**src/rtl/el2_lsu_clkgate_sched.sv**
```systemverilog
// el2_lsu_clkgate_sched: idle-hysteresis scheduler for the LSU free clock (clken, wake stall, halt ack, gated-cycle telemetry)
module el2_lsu_clkgate_sched #(
  parameter int IDLE_CYC = 8,
  parameter int WAKE_CYC = 2,
  parameter int CNTW = 16
) (
  input  logic            clk,
  input  logic            rst,
  input  logic            clk_override,
  input  logic            lsu_act_any,
  input  logic            lsu_wake_req,
  input  logic            lsu_bus_buffer_empty_any,
  input  logic            lsu_stbuf_empty_any,
  input  logic            lsu_halt_req,
  input  logic            lsu_gated_cnt_clr,
  output logic            lsu_free_clken,
  output logic            lsu_wake_stall,
  output logic            lsu_halt_ack,
  output logic [1:0]      lsu_gate_state,
  output logic [CNTW-1:0] lsu_gated_cnt
);
  typedef enum logic [1:0] {RUN = 2'd0, HYST = 2'd1, GATED = 2'd2, WAKE = 2'd3} state_t;
  localparam logic [7:0] IDLE_LD = 8'(IDLE_CYC - 1);
  localparam logic [7:0] WAKE_LD = 8'((WAKE_CYC == 0) ? 0 : WAKE_CYC - 1);
  state_t state, state_nxt;
  logic [7:0] cnt, cnt_nxt;
  logic idle, wake;
  assign idle = ~lsu_act_any & ~lsu_wake_req & lsu_bus_buffer_empty_any & lsu_stbuf_empty_any;
  assign wake = lsu_act_any | lsu_wake_req | ~lsu_bus_buffer_empty_any | ~lsu_stbuf_empty_any;
  always_comb begin
    state_nxt = state;
    cnt_nxt = cnt;
    case (state)
      RUN: if (idle) begin
        state_nxt = lsu_halt_req ? GATED : HYST;
        cnt_nxt = IDLE_LD;
      end
      HYST: if (!idle) state_nxt = RUN;
        else if (lsu_halt_req || cnt == 8'd0) state_nxt = GATED;
        else cnt_nxt = cnt - 8'd1;
      GATED: if (wake) begin
        state_nxt = (WAKE_CYC == 0) ? RUN : WAKE;
        cnt_nxt = WAKE_LD;
      end
      WAKE: if (cnt == 8'd0) state_nxt = RUN;
        else cnt_nxt = cnt - 8'd1;
      default: state_nxt = RUN;
    endcase
  end
  always_ff @(posedge clk or posedge rst) begin
    if (rst) begin
      state <= RUN;
      cnt <= 8'd0;
      lsu_halt_ack <= 1'b0;
      lsu_gated_cnt <= '0;
    end else begin
      state <= state_nxt;
      cnt <= cnt_nxt;
      // idle and wake are complementary, so "set on halt&idle, clear on ~halt or wake" collapses to this
      lsu_halt_ack <= lsu_halt_req & idle;
      lsu_gated_cnt <= lsu_gated_cnt_clr ? '0 :
                       (state == GATED && !clk_override && !(&lsu_gated_cnt)) ? lsu_gated_cnt + CNTW'(1) :
                       lsu_gated_cnt;
    end
  end
  assign lsu_gate_state = state;
  assign lsu_free_clken = (state != GATED) | clk_override;
  assign lsu_wake_stall = (state == WAKE);
endmodule

```
**config.mk**
```make
export PLATFORM = sky130hd
export DESIGN_NAME = el2_lsu_clkgate_sched
export DESIGN_NICKNAME = d
export VERILOG_FILES = /design/src/rtl/el2_lsu_clkgate_sched.sv
export SDC_FILE = /design/constraint.sdc
export NUM_CORES = 1
export LEC_CHECK = 0
export BUFFER_PORTS_ARGS = -buffer_cell sky130_fd_sc_hd__buf_2
export CORE_MARGIN = 4
export CORE_UTILIZATION = 30
export DETAILED_ROUTE_END_ITERATION = 10
export SLEW_MARGIN = 10
export SYNTH_ARGS = -nofsm -noshare
export SYNTH_HDL_FRONTEND = slang
export SYNTH_SLANG_ARGS = --single-unit
```
**constraint.sdc**
```tcl
create_clock -name clk -period 2 [get_ports clk]
set_input_delay 0.3 -clock clk [delete_from_list [all_inputs] [get_ports clk]]
set_output_delay 0.3 -clock clk [all_outputs]
set_load 0.02 [all_outputs]
```
* Word-level counts from Yosys, hierarchy flattened
Index checks and enable logic that the tools add are counted.
Widths: inputs -> output; s select.
** Operators by class
- Add/sub/neg operators :: 2
- Eq/ne operators :: 11
- Mux-type cells :: 15
- Bitwise gates (word level) :: 12
- Reduce and logical (&&, ||, !) cells :: 11
** Operator list (count)
- $mux 8 :: 5
- $mux 16 :: 2
- $pmux 8 s4 :: 1
- $add 16x1->16 const B :: 1
- $reduce_and 16->1 :: 1
- $mux 2 :: 6
- $ne 2x2->1 const B :: 6
- $logic_not 8->1 :: 1
- $pmux 2 s4 :: 1
- $sub 8x1->8 const B :: 1
- $reduce_and 5->1 :: 1
- $and 1x1->1 :: 4
- $eq 2x2->1 const B :: 2
- $not 1->1 :: 4
- $or 1x1->1 :: 4
- $reduce_and 4->1 :: 1
- $ne 3x3->1 const B :: 1
- $eq 2x1->1 const B :: 1
- $logic_and 1x1->1 :: 2
- $logic_not 1->1 :: 2
- $logic_not 2->1 :: 1
- $ne 2x1->1 const B :: 1
- $reduce_bool 2->1 :: 1
- $logic_or 1x1->1 :: 1
** Storage, ports and cells
- Register bits :: 27
- Bits of input ports :: 9
- Output and inout port bits :: 21
- Word-level logic and storage cells :: 55

* Logic depth before layout (Yosys ltp)
- Depth after elaboration :: 6
- Mapped depth :: 6
- Mapped depth without buffers :: 6

* Worst setup path before layout
Ideal clock, no wire load.
- Path kind :: register to register
- Start point :: reg state[0], in the netlist lsu_gate_state[0]
- End point :: reg lsu_gated_cnt[12]
- Library setup time :: 0.125 ns
- Data arrival time :: 1.768 ns
- Data required time :: 1.875 ns
- Slack :: 0.107 ns
- Cell stages (with the launch flop) :: 6
- Path buffers :: 1
- Period minus slack after synthesis :: 1.893 ns
- Cell sequence :: dfrtp_1 -> buf_2 -> nor3b_4 -> nand3_1 -> nor4b_1 -> mux2_2
** Between the ends
- Longest elaborated chain between the ends :: 4
** Ends and longest elaborated chain
- start, declared :: RTL line 25 : state_t state, state_nxt;
- start signal, assigned :: RTL line 57 : state <= state_nxt;
- $eq 2x2->1 :: RTL line 62 : (state == GATED && !clk_override && !(&lsu_gated_cnt)) ? lsu_gated_cnt + CNTW'(1) :
- $logic_and 1x1->1 (2 in series) :: RTL line 62
- $reduce_bool 2->1 (no source line)
- end signal, assigned :: RTL line 61 : lsu_gated_cnt <= lsu_gated_cnt_clr ? '0 :
- end, declared :: RTL line 20 : output logic [CNTW-1:0] lsu_gated_cnt
No other way between the ends.
A chain may end at the register's enable or synchronous reset.

* Final worst setup path
- Start point :: reg cnt[3]
- End point :: reg cnt[1]
** Between the ends
- Longest elaborated chain between the ends :: 4
- Elaborated cells on any way between the ends :: 5
- Classes of those cells :: 2 x eq/ne; 3 x reduce/logical
** Ends and longest elaborated chain
- start, declared :: RTL line 26 : logic [7:0] cnt, cnt_nxt;
- start signal, assigned :: RTL line 58 : cnt <= cnt_nxt;
- $logic_not 8->1 * :: RTL line 39, 45
- $logic_or 1x1->1 :: RTL line 39 : else if (lsu_halt_req || cnt == 8'd0) state_nxt = GATED;
- $ne 2x2->1 (no source line)
- $reduce_and 5->1 (no source line) *
Every way passes the cells marked *; elsewhere a longest branch is shown, timed or not.

==> summary.md <==
| Metric | Value |
|---|---|
| CP startpoint | `cnt[3]` |
| Crit end category | `flop` |
| Cell type with the largest total area after synthesis | `sky130_fd_sc_hd__dfrtp_1` |
| Area inside the core boundary | `5470 um^2` |
| Average wire per standard cell | `13.3 um` |
| Startpoint of the most critical register-to-register path | `cnt[3]` |
| Cell area after placement | `1980 um^2` |
| Total of hold buffers inserted after clock tree synthesis | `0` |
| Worst path slowest cell | `sky130_fd_sc_hd__or4_4` |
| Critical path startpoint category | `flop` |
| Syn nets | `193` |
| Async set-or-reset flop fraction in the synthesized netlist | `1.00` |
| Clock tree from TritonCTS | `built` |
| Post-synthesis mux area share | `0.0877` |
| Ratio of cells with drive above 1 in the final layout | `0.282` |
| Sum Neg Setup Slack | `0 ps` |
| Final global-route overflow total | `0` |
| Vias | `1488` |
| Largest incremental delay on the critical path | `600 ps` |
| Initial standard-cell utilization of the core | `0.307` |
| End of the worst register-to-register path | `cnt[1]` |
| Iteration count of the initial detailed-routing pass | `4` |
| Inserted Clock Buffers | `3` |
| Final net count | `233` |
| Share of the yosys chip area belonging to registers | `0.401` |
| Final GP Congestion | `0.803` |
| Area of all placed cells without fillers | `2030 um^2` |
| Post-synthesis register bit count | `27` |
| CP endpoint | `cnt[1]` |
| Peak supply drop | `0.492 mV` |
| Wire length of the first global-routing pass | `6740 um` |
| Die outline area | `6870 um^2` |
| Die outline height | `82.9 um` |
| Crit path kind | `flop to flop` |
| List of cells traversed by the critical path | `or4_4 > nor3_4 > or3_4 > mux2_4` |
| Antenna violation net count after detailed routing | `0` |
| Upper clock frequency limit | `558 MHz` |
| Clock tree sinks | `27` |
| Setup slack after layout | `207 ps` |
| CTS resizes | `0` |
| Count of distinct cell types in the synthesized netlist | `41` |
| Cell at the root of the clock tree | `sky130_fd_sc_hd__clkbuf_8` |
| Number of flops mapped to enable cells by yosys | `0` |
| Hold crit path type | `input port to async pin` |
| Rel. slew slack | `0.702` |
| Pin count of the biggest net entering global routing | `28` |
| Top-area cell type share of the netlist area | `0.401` |
| Clk pin slew, worst setup/hold paths | `100 ps` |
| Number of primary I/O pins | `30` |
| Adder and majority cell fraction of the synthesized area | `0.0223` |
| Setup violators final | `0` |
| Syn avg cell area | `9.30 um^2` |
| Crit path DAT | `1970 ps` |
| Area grow syn2layout | `20.7%` |
| Via density | `5.10` |
| Leading cell types by total area after synthesis | `sky130_fd_sc_hd__dfrtp_1 (40%), sky130_fd_sc_hd__mux2_2 (6.7%), sky130_fd_sc_hd__nor2b_1 (4.5%)` |
| Post-Place Worst Slack | `202 ps` |
| Required time at the worst-slack endpoint | `2170 ps` |
| Power density relative to cell area | `943 nW/um^2` |
| Clk Latency, worst-skew pair | `280 ps` |
| Setup slack of the worst register-to-register path | `210 ps` |
| Inserted Diodes | `0` |
| Dpl hpwl | `2910 um` |
| Count of final max-slew check failures | `0` |
| Overall routing resource usage | `0.115` |
| PortBufs | `29` |
| Length in cells of the worst reg-to-reg path | `4` |
| Total length of routed wires | `3880 um` |
| Actual slew at the worst max-slew pin | `447 ps` |
| Depth of the CTS H-tree | `1` |
| Setup repair after global routing missed its margin | `no` |
| Count of max-cap constraint violations | `0` |
| Fraction of synthesized cell area in xor and xnor cells | `0.00520` |
| Largest fanout of any net on the critical path | `7` |
| Post-CTS setup repair buffer count | `0` |
| Number of remaining DRC errors | `0` |
| Die span in x | `82.9 um` |
| Complex-gate fraction of the synthesized area | `0.152` |
| Main combinational cell family by area after synthesis | `simple AND/OR/NAND/NOR gates` |
| Clock Skews | `3.50 ps` |
| Synth warn | `0` |
| Post-Synth Simple-Gate Area | `0.291` |
| Period utilisation layout | `0.897` |
| Iteration-0 DRC Markers | `38` |
| Via count of the first global-routing pass | `1428` |
| Hold Vio Cnt, Final | `0` |
| Status | `complete, no violations` |
| Leakage component of the power | `0.000933 uW` |
| Crit path time final | `1790 ps` |
| Syn Inst Count | `181` |
| Netlist area before placement | `1680 um^2` |
| Top flip-flop cell by instance count after synthesis | `sky130_fd_sc_hd__dfrtp_1` |
| Standard-cell row count | `27` |
| Maximum count of clock buffers along a single path | `2` |
| Antenna violations before repair | `0` |
cell usage in the layout, fill, tap and decap left out, types with 4 or more instances in the layout:
cell type	Yosys	layout
sky130_fd_sc_hd__inv_1	9	9
sky130_fd_sc_hd__buf_4	1	13
sky130_fd_sc_hd__nor2_1	13	13
sky130_fd_sc_hd__nor2b_1	12	12
sky130_fd_sc_hd__o21ai_0	8	8
sky130_fd_sc_hd__nand3_1	9	9
sky130_fd_sc_hd__dfrtp_1	27	27
sky130_fd_sc_hd__nand4_1	5	5
sky130_fd_sc_hd__nor4_1	7	7
sky130_fd_sc_hd__nand2_1	10	10
sky130_fd_sc_hd__mux2_2	10	10
sky130_fd_sc_hd__a21oi_1	10	10
sky130_fd_sc_hd__buf_2	3	29
sky130_fd_sc_hd__a211oi_1	4	4
sky130_fd_sc_hd__o31ai_1	5	5
sequential cells by signal, indices dropped and copies added (netlist names):
register / cells
lsu_gate_state: 2
lsu_halt_ack: 1
lsu_gated_cnt: 16
cnt: 8
critical path, delay by kind of cell, from the launching register on:
family           cells  cell delay [ps]
DFF                  1              450
and+or+nand+nor      3              960
muxes                1              290
cell usage after synthesis (2+ instances only):
| library cell | instances |
|---|---|
| sky130_fd_sc_hd__ha_1 | 3 |
| sky130_fd_sc_hd__o21ai_0 | 8 |
| sky130_fd_sc_hd__or4_1 | 3 |
| sky130_fd_sc_hd__and4_1 | 3 |
| sky130_fd_sc_hd__inv_1 | 9 |
| sky130_fd_sc_hd__clkbuf_1 | 3 |
| sky130_fd_sc_hd__nand2_1 | 10 |
| sky130_fd_sc_hd__nand3b_1 | 2 |
| sky130_fd_sc_hd__nor4_1 | 7 |
| sky130_fd_sc_hd__buf_2 | 3 |
| sky130_fd_sc_hd__o211ai_1 | 3 |
| sky130_fd_sc_hd__mux2i_1 | 2 |
| sky130_fd_sc_hd__o31ai_1 | 5 |
| sky130_fd_sc_hd__o21a_1 | 2 |
| sky130_fd_sc_hd__mux2_2 | 10 |
| sky130_fd_sc_hd__or3_1 | 3 |
| sky130_fd_sc_hd__a21o_1 | 2 |
| sky130_fd_sc_hd__a211oi_1 | 4 |
| sky130_fd_sc_hd__a31oi_1 | 3 |
| sky130_fd_sc_hd__nand3_1 | 9 |
| sky130_fd_sc_hd__dfrtp_1 | 27 |
| sky130_fd_sc_hd__nor2_1 | 13 |
| sky130_fd_sc_hd__nand4_1 | 5 |
| sky130_fd_sc_hd__nor3_1 | 2 |
| sky130_fd_sc_hd__a21oi_1 | 10 |
| sky130_fd_sc_hd__nor2b_1 | 12 |
| sky130_fd_sc_hd__and2_1 | 3 |
| sky130_fd_sc_hd__nand2b_1 | 2 |
worst min-delay path by stage:
stage / startpoint / to
2_1_floorplan: rst / cnt[0]
3_3_place_gp: rst / cnt[1]
3_5_place_dp: rst / lsu_gated_cnt[4]
4_1_cts: rst / lsu_gated_cnt[4]
5_1_grt: rst / lsu_gated_cnt[5]
6_report: rst / lsu_gated_cnt[4]
final cells by class:
type	instances	area, um^2
Sequential cell	27	676
Multi-Input combinational cell	138	940
Fill cell	570	3440
Tap cell	72	90.1
Clock buffer	3	41.3
Clock inverter	1	7.51
Timing Repair Buffer	42	243
Inverter	9	33.8
through the flow:
step                      utilization  total power, uW  cells  hold slack, ps
after floorplan                     -             1370    181             353
after global placement          0.362             1600    288             394
after detailed placement        0.362             1610    288             392
after CTS                       0.371             1950    292            74.9
after global routing            0.371             2080    292            96.3
final                           0.371             1920    292            69.6
report_power, final:
part           internal (uW)  total, uW  switching [uW]
sequential               641        738            97.0
clock                    142        325             184
combinational            365        852             487
metal layers:
layer,GRT usage,wire length [um],share of wire,up-vias
met2,0.201,1960,0.51,39
li1,-,-,-,749
met4,0.0163,13,0.0033,0
met3,0.0367,205,0.053,2
met1,0.140,1700,0.44,698
met5,0,0,0,-
cells by family after synthesis:
kind of cell | Yosys count
muxes | 13
DFF | 27
buffers and inverters | 16
AOI/OAI and AO/OA | 40
and+or+nand+nor | 81
adders and majority gates | 3
xor gates and xnor gates | 1
No activity file was read; power rests on OpenSTA's default activity.
